[src/rtl/affine_interp_acc.sv]
// Multi-tap interpolation accumulator: shift-and-add products over the 15-entry
// affine coefficient set, NTAPS-tap accumulation, round/clip, valid/ready output.
module affine_interp_acc #(
  parameter int NTAPS = 4,   // taps per output pixel, 2..8
  parameter int ACC_W = 18   // must be >= 16 + clog2(NTAPS)
) (
  input  logic              clk,
  input  logic              rst,
  input  logic              in_valid,
  output logic              in_ready,
  input  logic signed [7:0] in_sample,
  input  logic [3:0]        in_coef_idx,
  input  logic              in_coef_neg,
  input  logic              in_last,
  output logic              out_valid,
  input  logic              out_ready,
  output logic [7:0]        out_pixel,
  output logic              out_short
);

  localparam int CNT_W = (NTAPS > 1) ? $clog2(NTAPS) : 1;
  localparam logic [CNT_W-1:0] LAST_TAP = CNT_W'(NTAPS - 1);
  localparam logic signed [ACC_W-1:0] RND_BIAS = ACC_W'(32);

  typedef enum logic {
    S_ACC = 1'b0,
    S_OUT = 1'b1
  } state_e;

  state_e                  state_q, state_d;
  logic [CNT_W-1:0]        tap_cnt_q, tap_cnt_d;
  logic signed [ACC_W-1:0] acc_q, acc_d;
  logic [7:0]              out_pixel_q, out_pixel_d;
  logic                    out_short_q, out_short_d;

  logic                    tap_xfer;
  logic                    out_xfer;
  logic                    group_end;
  logic signed [15:0]      mag_prod;
  logic signed [15:0]      prod;
  logic signed [ACC_W-1:0] prod_ext;
  logic signed [ACC_W-1:0] sum;
  logic signed [ACC_W-1:0] sum_rnd;
  logic signed [ACC_W-1:0] rounded;
  logic [7:0]              pixel_clip;

  // Each coefficient decomposed into at most four shifted terms of the sample.
  function automatic logic signed [15:0] coef_mul(input logic signed [7:0] smp,
                                                   input logic [3:0]        idx);
    logic signed [15:0] s;
    logic signed [15:0] p;
    s = {{8{smp[7]}}, smp};
    p = '0;
    case (idx)
      4'd0:  p = '0;
      4'd1:  p = s << 2;                                  // 4
      4'd2:  p = s << 3;                                  // 8
      4'd3:  p = (s << 3) + (s << 2) + s;                 // 13
      4'd4:  p = (s << 4) + s;                            // 17
      4'd5:  p = (s << 4) + (s << 3) + (s << 1);          // 26
      4'd6:  p = (s << 5) - s;                            // 31
      4'd7:  p = (s << 5) + (s << 1);                     // 34
      4'd8:  p = (s << 5) + (s << 3);                     // 40
      4'd9:  p = (s << 5) + (s << 3) + (s << 2) + s;      // 45
      4'd10: p = (s << 5) + (s << 4) - s;                 // 47
      4'd11: p = (s << 5) + (s << 4) + (s << 2);          // 52
      4'd12: p = (s << 6) - (s << 2) - (s << 1);          // 58
      4'd13: p = (s << 6) - (s << 2);                     // 60
      4'd14: p = (s << 6) - (s << 1);                     // 62
      4'd15: p = (s << 6) - s;                            // 63
      default: p = '0;
    endcase
    return p;
  endfunction

  always_comb begin
    mag_prod = coef_mul(in_sample, in_coef_idx);
    prod     = in_coef_neg ? -mag_prod : mag_prod;
    prod_ext = {{(ACC_W-16){prod[15]}}, prod};
    sum      = acc_q + prod_ext;
    sum_rnd  = sum + RND_BIAS;
    rounded  = sum_rnd >>> 6;
    if (rounded[ACC_W-1])            pixel_clip = 8'd0;
    else if (|rounded[ACC_W-2:8])    pixel_clip = 8'd255;
    else                             pixel_clip = rounded[7:0];
  end

  assign tap_xfer  = in_valid && in_ready;
  assign out_xfer  = out_valid && out_ready;
  assign group_end = in_last || (tap_cnt_q == LAST_TAP);

  // State register: reset discards any partial group and any held pixel.
  // NOTE: clocked state uses non-blocking (<=) so every flop samples pre-edge values.
  always_ff @(posedge clk or posedge rst) begin
    if (rst) begin
      state_q     <= S_ACC;
      tap_cnt_q   <= '0;
      acc_q       <= '0;
      out_pixel_q <= '0;
      out_short_q <= 1'b0;
    end else begin
      state_q     <= state_d;
      tap_cnt_q   <= tap_cnt_d;
      acc_q       <= acc_d;
      out_pixel_q <= out_pixel_d;
      out_short_q <= out_short_d;
    end
  end

  // Next-state logic.
  // NOTE: default assignment first so no path through the block infers a latch.
  always_comb begin
    state_d = state_q;
    case (state_q)
      S_ACC:   if (tap_xfer && group_end) state_d = S_OUT;
      S_OUT:   if (out_xfer)              state_d = S_ACC;
      default: state_d = S_ACC;
    endcase
  end

  // Datapath next values; tap_xfer can only occur in S_ACC.
  always_comb begin
    tap_cnt_d   = tap_cnt_q;
    acc_d       = acc_q;
    out_pixel_d = out_pixel_q;
    out_short_d = out_short_q;
    if (tap_xfer) begin
      if (group_end) begin
        acc_d       = '0;
        tap_cnt_d   = '0;
        out_pixel_d = pixel_clip;
        out_short_d = (tap_cnt_q < LAST_TAP);
      end else begin
        acc_d     = sum;
        tap_cnt_d = tap_cnt_q + 1'b1;
      end
    end
  end

  // Outputs decoded from state only; no combinational path from out_ready.
  always_comb begin
    in_ready  = (state_q == S_ACC);
    out_valid = (state_q == S_OUT);
    out_pixel = out_pixel_q;
    out_short = out_short_q;
  end

endmodule

[config.mk]
export PLATFORM = sky130hd
export DESIGN_NAME = affine_interp_acc
export DESIGN_NICKNAME = d
export VERILOG_FILES = /design/src/rtl/affine_interp_acc.sv
export SDC_FILE = /design/constraint.sdc
export NUM_CORES = 1
export LEC_CHECK = 0
export ABC_AREA = 1
export BUFFER_PORTS_ARGS = -buffer_cell sky130_fd_sc_hd__buf_4
export CORE_ASPECT_RATIO = 0.5
export CORE_MARGIN = 4
export CORE_UTILIZATION = 53
export CTS_CLUSTER_DIAMETER = 100
export DETAILED_ROUTE_END_ITERATION = 10
export GPL_ROUTABILITY_DRIVEN = 0
export PLACE_DENSITY = 0.66
export SKIP_CTS_REPAIR_TIMING = 1
export SYNTH_ARGS = -nofsm -noshare
export SYNTH_HDL_FRONTEND = slang
export SYNTH_SLANG_ARGS = --single-unit
[constraint.sdc]
create_clock -name clk -period 4.58 [get_ports clk]
set_input_delay 0.458 -clock clk [delete_from_list [all_inputs] [get_ports clk]]
set_output_delay 0.458 -clock clk [all_outputs]
set_load 0.005 [all_outputs]
Word level (Yosys, flattened, before mapping) --
Index checks and enable logic that the tools add are counted.
Cells by class: eq/ne operators 16, magnitude comparators 1, mux-type cells 9, bitwise operators 1, reductions and logical operators 7, add/sub/neg operators 21
Operators by type and width (count):
- $pmux 16 s16 | 1
- $eq 4x4->1 const B | 8
- $add 14x10->15 | 2
- $sub 14x8->15 | 2
- $add 13x9->14 | 2
- $add 12x8->13 | 2
- $add 18x16->18 | 1
- $add 18x7->18 const B | 1
- $mux 18 | 1
- $add 15x8->16 | 1
- $eq 4x3->1 const B | 4
- $mux 16 | 1
- $mux 8 | 2
- $neg 16->16 | 1
- $sub 15x9->16 | 1
- $sub 14x10->15 | 1
- $sub 14x9->15 | 1
- $add 13x11->14 | 1
- $add 13x12->14 | 1
- $sub 13x8->14 | 1
- $add 12x11->13 | 1
- $add 11x10->12 | 1
- $eq 4x2->1 const B | 2
- $eq 4x1->1 const B | 1
- 12 further kinds | 15
Word-level totals: register bits after elaboration 30, input bits 18, output and inout port bits 11, logic and storage cells 60

Depth between registers and ports, before layout --
Gate-level depths: netlist (run 1).
word-level depth 11, mapped depth 42, mapped depth without buffers 40

Worst setup path before layout (run 1) --
OpenSTA, ideal clock, no wires.
kind input port to flip-flop, from input in_sample[7], to register out_pixel_q[0] (netlist: out_pixel[0]), path buffers 1, setup time 0.124 ns, data arrival time 5.388 ns, required time 4.456 ns, slack -0.932 ns, cell stages on the path 37, cell sequence inv_1 ha_1 buf_2 inv_1 nand3_1 nand2_1 nand2_1 and2_1 ha_1 ha_1 nand2_1 nor2_1 nand3_1 nand3_1 nand2_1 nand3_1 nand3_1 nor2_1 nand2_1 nor2_1 nand2_1 o21ai_0 xnor2_1 ha_1 a21oi_1 o21ai_0 nor2_1 nand2_1 nand2_1 nand2_1 a21oi_1 xor2_1 nand3_1 nand3_2 nand2_4 o211ai_1 nand2_1
On the way: cells in the longest elaborated chain, start to end 11, elaborated cells between the ends (all ways) 25, those cells by class 20 x add/sub; 4 x mux; 1 x reduce/logical
Ends and longest elaborated chain:
- from (decl) | line 11 | input logic signed [7:0] in_sample,
- $add 13x11->14 | line 63, 64
- $add 14x10->15 | line 64 | 4'd9: p = (s << 5) + (s << 3) + (s << 2) + s;
- $add 15x8->16 | line 64
- $pmux 16 s16 (*) | line 54 | case (idx)
- $neg 16->16 | line 78 | prod = in_coef_neg ? -mag_prod : mag_prod;
- $mux 16 (*) | line 78
- $add 18x16->18 (*) | line 80 | sum = acc_q + prod_ext;
- $add 18x7->18 (*) | line 81 | sum_rnd = sum + RND_BIAS;
- $reduce_or 4->1 | line 84 | else if (|rounded[ACC_W-2:8]) pixel_clip = 8'd255;
- $mux 8 | line 84
- $mux 8 (*) | line 83 | if (rounded[ACC_W-1]) pixel_clip = 8'd0;
- to (signal assigned) | line 105 | out_pixel_q <= out_pixel_d;
- to (decl) | line 33 | logic [7:0] out_pixel_q, out_pixel_d;
Every way passes the cells marked *; elsewhere a longest branch is shown, timed or not. A chain may end at the register's enable or synchronous reset.

Worst setup path after layout (run 1) --
from input in_sample[2], to register out_pixel_q[1] (netlist: out_pixel[1])
The elaborated chain is that of the path after synthesis.

==> impl_table.tex, run 1 <==
\begin{tabular}{lr}
\hline
Metric & Value \\
\hline
\multicolumn{2}{l}{\textbf{Worst setup path}} \\
Path depth of the worst reg2reg path & 20 \\
First element of the critical path & in\_sample[2] \\
RR Startpoint & acc\_q[0] \\
Critical path destination & out\_pixel[1] \\
Kind of critical path & primary input to register \\
Cell at the slowest stage of the critical path & sky130\_fd\_sc\_hd\_\_fa\_2 \\
Arrival @ worst endpoint & 6.29 ns \\
FF-to-FF setup slack & 0.91 ns \\
Top cell by count, worst path & sky130\_fd\_sc\_hd\_\_nand2\_1 \\
CP Max Fanout & 8 \\
Kind of launch point of the worst setup path & primary input \\
Worst path required time & 4.80 ns \\
Endpoint class of the critical path & register \\
Crit Reg-Reg Endpoint & out\_pixel[1] \\
CP max stage delay & 0.55 ns \\
\multicolumn{2}{l}{\textbf{Synth}} \\
Number of distinct library cells after synthesis & 39 \\
Count of state elements after synthesis & 30 \\
Yosys warning count & 0 \\
Share of the yosys chip area belonging to registers & 0.08348 \\
FFs w/ async S/R, synth & 1.000 \\
Synthesized area divided by synthesized cell count & 5.510 sq um \\
Gate count of the mapped netlist & 1632 \\
Number of synthesized flops with an enable pin & 0 \\
Post-synthesis instance area & 8992 sq um \\
Post-Synthesis Net Count & 1767 \\
Top\_reg\_cell synth & sky130\_fd\_sc\_hd\_\_dfrtp\_1 \\
\multicolumn{2}{l}{\textbf{Placement}} \\
Post-Place Cell Area & 12480 sq um \\
Total half-perimeter wirelength after legalization and detailed placement & 30.51 mm \\
Buffers added on ports & 28 \\
Placement Setup Slack & -1.512 ns \\
\multicolumn{2}{l}{\textbf{Timing}} \\
Post-route setup TNS & -16.65 ns \\
Worst-Margin Slew & 1.161 ns \\
Worst path setup slack after routing & -1.487 ns \\
Crit share post-route & 1.325 \\
Setup skew after layout & 0.002698 ns \\
Max Fclk & 0.1648 GHz \\
Setup violators final & 19 \\
Setup repair after global routing missed its margin & yes \\
Final-report hold violation count & 0 \\
Final slew viol count & 0 \\
Final critical-path required period & 6.067 ns \\
Worst slew margin relative to its limit & 0.2250 \\
\multicolumn{2}{l}{\textbf{CTS}} \\
Maximum root-to-sink buffer count & 2 \\
Level count of the clock H-tree & 2 \\
Clock-pin slew on the worst setup and hold paths & 0.06 ns \\
CTS Root Cell & sky130\_fd\_sc\_hd\_\_clkbuf\_16 \\
Clock Latency Late Sink & 0.28 ns \\
Number of CTS-inserted buffers & 5 \\
TritonCTS clock tree & yes \\
TritonCTS sink count & 30 \\
\multicolumn{2}{l}{\textbf{Die}} \\
Die Y & 100.1 um \\
Total Die Area & 19240 sq um \\
Number of ports placed on the die boundary & 29 \\
Core Region & 16520 sq um \\
Number of cell rows & 33 \\
Initial Util & 0.5445 \\
Die Wd & 192.2 um \\
\multicolumn{2}{l}{\textbf{Layout}} \\
Total number of nets in the final design & 2176 \\
Synth-to-Final Area Change & 50.27\% \\
Filler cell count in the final layout & 1161 \\
Ratio of cells with drive above 1 in the final layout & 0.3144 \\
Final standard cell area without fillers & 13510 sq um \\
Util after Layout & 0.8182 \\
\multicolumn{2}{l}{\textbf{Global route}} \\
Pin count of the biggest net entering global routing & 31 \\
Number of antenna violations at the first check in global routing & 4 \\
Met1 usage in global routing & 0.4622 \\
Busiest grt layer & met2 \\
Total Routing Usage GR & 0.3653 \\
Via count of the first global-routing pass & 11740 \\
Met3 Resource Use GR & 0.06671 \\
Global-route wire length before repair & 56.87 mm \\
Global-route met2 utilization & 0.6200 \\
GRT Residual Overflow & 0 \\
\multicolumn{2}{l}{\textbf{Power}} \\
Share of total power in the clock network & 0.058 \\
Power density normalized to cell area & 449.2 nW/um\^{}2 \\
Share of total power in combinational logic & 0.863 \\
Leak & 0.007428 uW \\
Cell-internal power & 2948 uW \\
Sequential fraction of design power & 0.079 \\
Worst-case vdd ir drop & 689.8 uV \\
Net switching share of the total power & 0.5144 \\
Reported net switching power & 3123 uW \\
\multicolumn{2}{l}{\textbf{Drt}} \\
Antenna-violating nets left & 0 \\
Via-to-Cell Ratio & 5.774 \\
DR vias & 13120 \\
Final wirelength & 41.27 mm \\
Final routed wire length divided by cell count & 18.16 um \\
Number of design-rule violations left by the first detailed-router iteration & 1303 \\
Post-route DRC & 0 \\
Number of detailed-routing iterations run before antenna repair & 8 \\
\multicolumn{2}{l}{\textbf{Outcome}} \\
Outcome & finished, violations left \\
Violations in the final reports & negative setup slack \\
\multicolumn{2}{l}{\textbf{Job}} \\
MaxCap Viol Count & 0 \\
\multicolumn{2}{l}{\textbf{Worst hold path}} \\
Type of the tightest min-delay check & primary input to register \\
\hline
\end{tabular}
[per-layer routing]
metal	share of wire	wire length (um)	vias to the layer above
met1	0.39	15900	5904
met3	0.12	4764	295
li1	-	-	6071
met2	0.42	17490	846
met4	0.075	3106	2
met5	0.00017	7	-
[cells in the final DEF, fill, tap and decap left out, types with 3 or more instances in the layout]
master / count
sky130_fd_sc_hd__nor2_2: 31
sky130_fd_sc_hd__or2_2: 7
sky130_fd_sc_hd__diode_2: 3
sky130_fd_sc_hd__a21oi_1: 56
sky130_fd_sc_hd__xor2_2: 7
sky130_fd_sc_hd__nor2_4: 9
sky130_fd_sc_hd__ha_4: 19
sky130_fd_sc_hd__o21ai_1: 10
sky130_fd_sc_hd__ha_1: 80
sky130_fd_sc_hd__and2_1: 5
sky130_fd_sc_hd__xnor2_1: 11
sky130_fd_sc_hd__buf_6: 12
sky130_fd_sc_hd__inv_2: 18
sky130_fd_sc_hd__nor2_1: 155
sky130_fd_sc_hd__clkbuf_16: 5
sky130_fd_sc_hd__o211ai_1: 9
sky130_fd_sc_hd__nand3_1: 191
sky130_fd_sc_hd__o21ai_2: 8
sky130_fd_sc_hd__dfrtp_1: 30
sky130_fd_sc_hd__a22o_1: 3
sky130_fd_sc_hd__a21oi_4: 3
sky130_fd_sc_hd__xnor2_2: 4
sky130_fd_sc_hd__buf_12: 4
sky130_fd_sc_hd__a21oi_2: 15
sky130_fd_sc_hd__fa_2: 3
sky130_fd_sc_hd__xor2_1: 19
sky130_fd_sc_hd__inv_1: 204
sky130_fd_sc_hd__o21bai_1: 5
sky130_fd_sc_hd__buf_4: 409
sky130_fd_sc_hd__nand2_4: 7
sky130_fd_sc_hd__nand4_1: 33
sky130_fd_sc_hd__nand2_1: 507
sky130_fd_sc_hd__nand2_2: 36
sky130_fd_sc_hd__nor3_1: 7
sky130_fd_sc_hd__nor3_2: 5
sky130_fd_sc_hd__fa_1: 13
sky130_fd_sc_hd__nand3_2: 18
sky130_fd_sc_hd__o21ai_0: 37
sky130_fd_sc_hd__nand3b_1: 15
[area by class of cell]
cell class / instances / area (sq um) / share of cell area
flip-flops and latches: 30 / 750.7 / 0.05556
clock buffers: 6 / 138.9 / 0.01028
clock inverters: 2 / 12.51 / 0.0009259
well taps: 227 / 284.0 / 0.02102
diodes: 3 / 7.507 / 0.0005556
inverters: 225 / 853.3 / 0.06315
repair buffers: 426 / 3301 / 0.2443
multi-input cells: 1353 / 8165 / 0.6043
[cell usage after synthesis (all sizes together) (2+ instances only)]
cell    instances  area [sq um]
a21o            2         15.01
a21oi          74         370.4
a22o            3         26.28
and2            7         43.79
buf            19         116.4
clkbuf          5         18.77
dfrtp          30         750.7
fa             16         320.3
ha            101          1264
inv           225         844.6
nand2         550          2105
nand3         211          1081
nand3b         15         112.6
nand4          33         206.5
nor2          195         752.0
nor3           14         70.07
o211ai          9         67.56
o21ai          55         275.3
o21bai          6         45.04
o31ai           2         15.01
or2             8         50.05
xnor2          17         148.9
xor2           27         236.5
[critical path: cells and delay by family]
kind / cells / cell delay (ns)
buffers and inverters: 7 / 0.64
XOR/XNOR: 2 / 0.32
AO/OA/AOI/OAI: 3 / 0.72
AND/OR/NAND/NOR: 16 / 2.36
adder cells (fa/ha/maj): 5 / 1.79
[metrics by stage]
stage	hold slack (ns)	power [uW]	instances
global placement	0.4682	4388	2241
detailed placement	0.4725	4514	2241
global route	0.3822	6393	2269
CTS	0.3824	4895	2249
floorplan	0.4570	2605	1632
finish	0.3692	6070	2272
[power groups by stage]
stage,Combinational [uW],Clock (uW),Sequential [uW]
finish,5240,351,481
floorplan,2170,0,435
detailed placement,4060,0,458
global route,5550,354,485
CTS,4090,340,460
global placement,3930,0,461
[worst min path at each step]
stage            startpoint            to  slack, ns  cells after the start
6_report          out_ready     out_valid       0.37                      2
5_1_grt           out_ready     out_valid       0.38                      2
4_1_cts           out_ready     out_valid       0.38                      2
3_5_place_dp   out_pixel[3]  out_pixel[3]       0.47                      2
3_3_place_gp      out_short     out_short       0.47                      2
2_1_floorplan     acc_q[10]     acc_q[10]       0.46                      2
[cell families after synthesis]
kind of cell,synth area share
AO/OA/AOI/OAI,0.09559
AND/OR/NAND/NOR,0.4930
flip-flops,0.08348
buffers and inverters,0.1089
adder cells (fa/ha/maj),0.1762
XOR/XNOR,0.04286
[registers in the layout (all words and copies together), names as in the netlist]
register,flops
acc_q,18
out_pixel,8
out_short,1
out_valid,1
tap_cnt_q,2
No activity file was read; power rests on OpenSTA's default activity.
==> run 2, diff against run 1 <==
Settings changed: ABC_CLOCK_PERIOD_IN_PS set to 4580, CORE_UTILIZATION 53 to 33, PLACE_DENSITY 0.66 to 0.44.
==> run 2 against run 1 <==
The flow still finishes with violations (negative setup slack). First-iteration DRC count is 30% lower. Power is 5.0% lower. Hold slack worse by 0.11 ns. Count of clock-buffer cells in the layout is 1 higher. Critical path depth is 1 higher.
==> impl_table.tex, run 2 (same netlist as run 1, synthesis figures left out) <==
\begin{tabular}{lr}
\hline
Metric & Value \\
\hline
\multicolumn{2}{l}{\textbf{Outcome}} \\
Outcome & finished, violations left \\
Violations in the final reports & negative setup slack \\
\multicolumn{2}{l}{\textbf{Drt}} \\
Via-to-Cell Ratio & 5.009 \\
Final routed wire length divided by cell count & 16.29 um \\
Final wirelength & 39.49 mm \\
Post-route DRC & 0 \\
Number of design-rule violations left by the first detailed-router iteration & 918 \\
DR vias & 12140 \\
Number of detailed-routing iterations run before antenna repair & 6 \\
Antenna-violating nets left & 0 \\
\multicolumn{2}{l}{\textbf{Timing}} \\
Worst-Margin Slew & 0.6505 ns \\
Setup repair after global routing missed its margin & yes \\
Worst path setup slack after routing & -1.099 ns \\
Final slew viol count & 0 \\
Max Fclk & 0.1761 GHz \\
Worst slew margin relative to its limit & 0.5653 \\
Worst hold slack after final layout & 0.2594 ns \\
Crit share post-route & 1.240 \\
Final critical-path required period & 5.679 ns \\
Setup skew after layout & 0.007039 ns \\
Setup violators final & 18 \\
Final-report hold violation count & 0 \\
\multicolumn{2}{l}{\textbf{Layout}} \\
Flip-flop and latch area & 750.7 sq um \\
Biggest register & acc\_q \\
Ant diodes & 0 \\
Commonest cells after routing, fill and taps aside & sky130\_fd\_sc\_hd\_\_nand2\_1 (502), sky130\_fd\_sc\_hd\_\_buf\_4 (445), sky130\_fd\_sc\_hd\_\_inv\_1 (201) \\
Filler cell count in the final layout & 2712 \\
Final standard cell area without fillers & 13930 sq um \\
Area occupied by multi-input gates & 8229 sq um \\
Most common cell after layout, fill and taps aside & sky130\_fd\_sc\_hd\_\_nand2\_1 \\
Total number of nets in the final design & 2206 \\
Synth-to-Final Area Change & 54.92\% \\
Ratio of cells with drive above 1 in the final layout & 0.3325 \\
Max reg flops & 18 \\
Number of cells in the finished layout apart from fillers & 2424 \\
\multicolumn{2}{l}{\textbf{Placement}} \\
Total half-perimeter wirelength after legalization and detailed placement & 33.10 mm \\
Buffers added on ports & 28 \\
Total placed cells including tap cells & 2396 \\
Post-Place Cell Area & 12870 sq um \\
Placement Setup Slack & -1.730 ns \\
\multicolumn{2}{l}{\textbf{Worst setup path}} \\
RR Startpoint & acc\_q[0] \\
Stages on the worst setup path & 34 \\
FF-to-FF setup slack & 1.19 ns \\
Path depth of the worst reg2reg path & 18 \\
Cell at the slowest stage of the critical path & sky130\_fd\_sc\_hd\_\_fa\_2 \\
Kind of launch point of the worst setup path & primary input \\
Largest delay contributor family on the critical path & simple AND/OR/NAND/NOR gates \\
Arrival @ worst endpoint & 5.85 ns \\
Endpoint class of the critical path & register \\
CP Max Fanout & 8 \\
Crit Reg-Reg Endpoint & out\_pixel[5] \\
Worst path required time & 4.75 ns \\
Top cell by count, worst path & sky130\_fd\_sc\_hd\_\_nand2\_2 \\
CP max stage delay & 0.55 ns \\
Kind of critical path & primary input to register \\
Sum of buffers and inverters on the critical path & 5 \\
\multicolumn{2}{l}{\textbf{Power}} \\
Net switching share of the total power & 0.4817 \\
Share of total power in the clock network & 0.058 \\
Worst-case vdd ir drop & 255.2 uV \\
Leak & 0.007565 uW \\
Cell-internal power & 2988 uW \\
Sequential fraction of design power & 0.079 \\
Share of total power in combinational logic & 0.862 \\
Power density normalized to cell area & 413.8 nW/um\^{}2 \\
Reported net switching power & 2777 uW \\
\multicolumn{2}{l}{\textbf{Global route}} \\
Total Routing Usage GR & 0.2491 \\
Via count of the first global-routing pass & 11410 \\
GRT Residual Overflow & 0 \\
Global-route wire length before repair & 60.43 mm \\
Number of antenna violations at the first check in global routing & 0 \\
Pin count of the biggest net entering global routing & 31 \\
\multicolumn{2}{l}{\textbf{CTS}} \\
Number of CTS-inserted buffers & 5 \\
Clock Latency Late Sink & 0.28 ns \\
TritonCTS sink count & 30 \\
Maximum root-to-sink buffer count & 2 \\
Clock-pin slew on the worst setup and hold paths & 0.05 ns \\
TritonCTS clock tree & yes \\
CTS Root Cell & sky130\_fd\_sc\_hd\_\_clkbuf\_16 \\
Level count of the clock H-tree & 2 \\
\multicolumn{2}{l}{\textbf{Die}} \\
Die Y & 124.7 um \\
Die Wd & 241.5 um \\
Initial Util & 0.3375 \\
Number of ports placed on the die boundary & 29 \\
Core Region & 26640 sq um \\
Number of cell rows & 42 \\
Total Die Area & 30110 sq um \\
\multicolumn{2}{l}{\textbf{Worst hold path}} \\
Type of the tightest min-delay check & primary input to asynchronous set/reset pin \\
\multicolumn{2}{l}{\textbf{Job}} \\
MaxCap Viol Count & 0 \\
\hline
\end{tabular}
## run 2: final cells by class
class,count,share of cell area
tap,352,0.03161
timing repair buffer,456,0.2518
sequential,30,0.05389
clock buffer,7,0.01024
inverter,225,0.06134
multi-input combinational,1353,0.5907
clock inverter,1,0.0003593
## run 2: power groups by stage
stage          clock, uW  combinational, uW  sequential (uW)
5_1_grt              353               5410              468
3_5_place_dp           0               4100              454
4_1_cts              342               4130              453
6_report             336               4970              457
3_3_place_gp           0               4060              454
2_1_floorplan          0               2170              435
## run 2: worst max path at each step
stage	startpoint	endpoint	slack, ns
2_1_floorplan	in_sample[0]	out_pixel[5]	-0.64
3_3_place_gp	in_sample[0]	out_pixel[6]	-1.56
3_5_place_dp	in_sample[2]	out_pixel[6]	-1.73
4_1_cts	in_sample[2]	out_pixel[5]	-1.45
5_1_grt	in_sample[2]	out_pixel[5]	-1.40
6_report	in_sample[2]	out_pixel[5]	-1.10
## run 2: metal layers
metal | up-vias | GRT usage | part of all wire
li1 | 6122 | - | -
met3 | 39 | 0.03982 | 0.067
met2 | 360 | 0.4069 | 0.45
met5 | - | 0 | 0
met1 | 5621 | 0.3513 | 0.47
met4 | 0 | 0.03876 | 0.014
## run 2: through the flow
stage	total power, uW	util	TNS (ns)
finish	5765	0.5229	-12.54
global route	6235	0.5229	-16.81
CTS	4921	0.4887	-18.61
detailed placement	4558	0.4831	-24.06
global placement	4516	0.4831	-21.91
floorplan	2605	-	-5.625
## run 2: worst register-to-register path, cell delays in order (launching register included)
cell and delay [ns]:
sky130_fd_sc_hd__dfrtp_1 0.35, sky130_fd_sc_hd__ha_1 0.23, sky130_fd_sc_hd__inv_1 0.07, sky130_fd_sc_hd__fa_1 0.38, sky130_fd_sc_hd__nand3b_1 0.17, sky130_fd_sc_hd__nand2_1 0.15, sky130_fd_sc_hd__a21oi_1 0.10, sky130_fd_sc_hd__o21bai_1 0.27
sky130_fd_sc_hd__or2_2 0.17, sky130_fd_sc_hd__nand2_1 0.06, sky130_fd_sc_hd__inv_1 0.11, sky130_fd_sc_hd__ha_1 0.19, sky130_fd_sc_hd__nand2_1 0.06, sky130_fd_sc_hd__nor2_1 0.18, sky130_fd_sc_hd__nand4_1 0.18, sky130_fd_sc_hd__xnor2_2 0.22
sky130_fd_sc_hd__nand3_4 0.14, sky130_fd_sc_hd__o211ai_1 0.21, sky130_fd_sc_hd__nand2_1 0.07
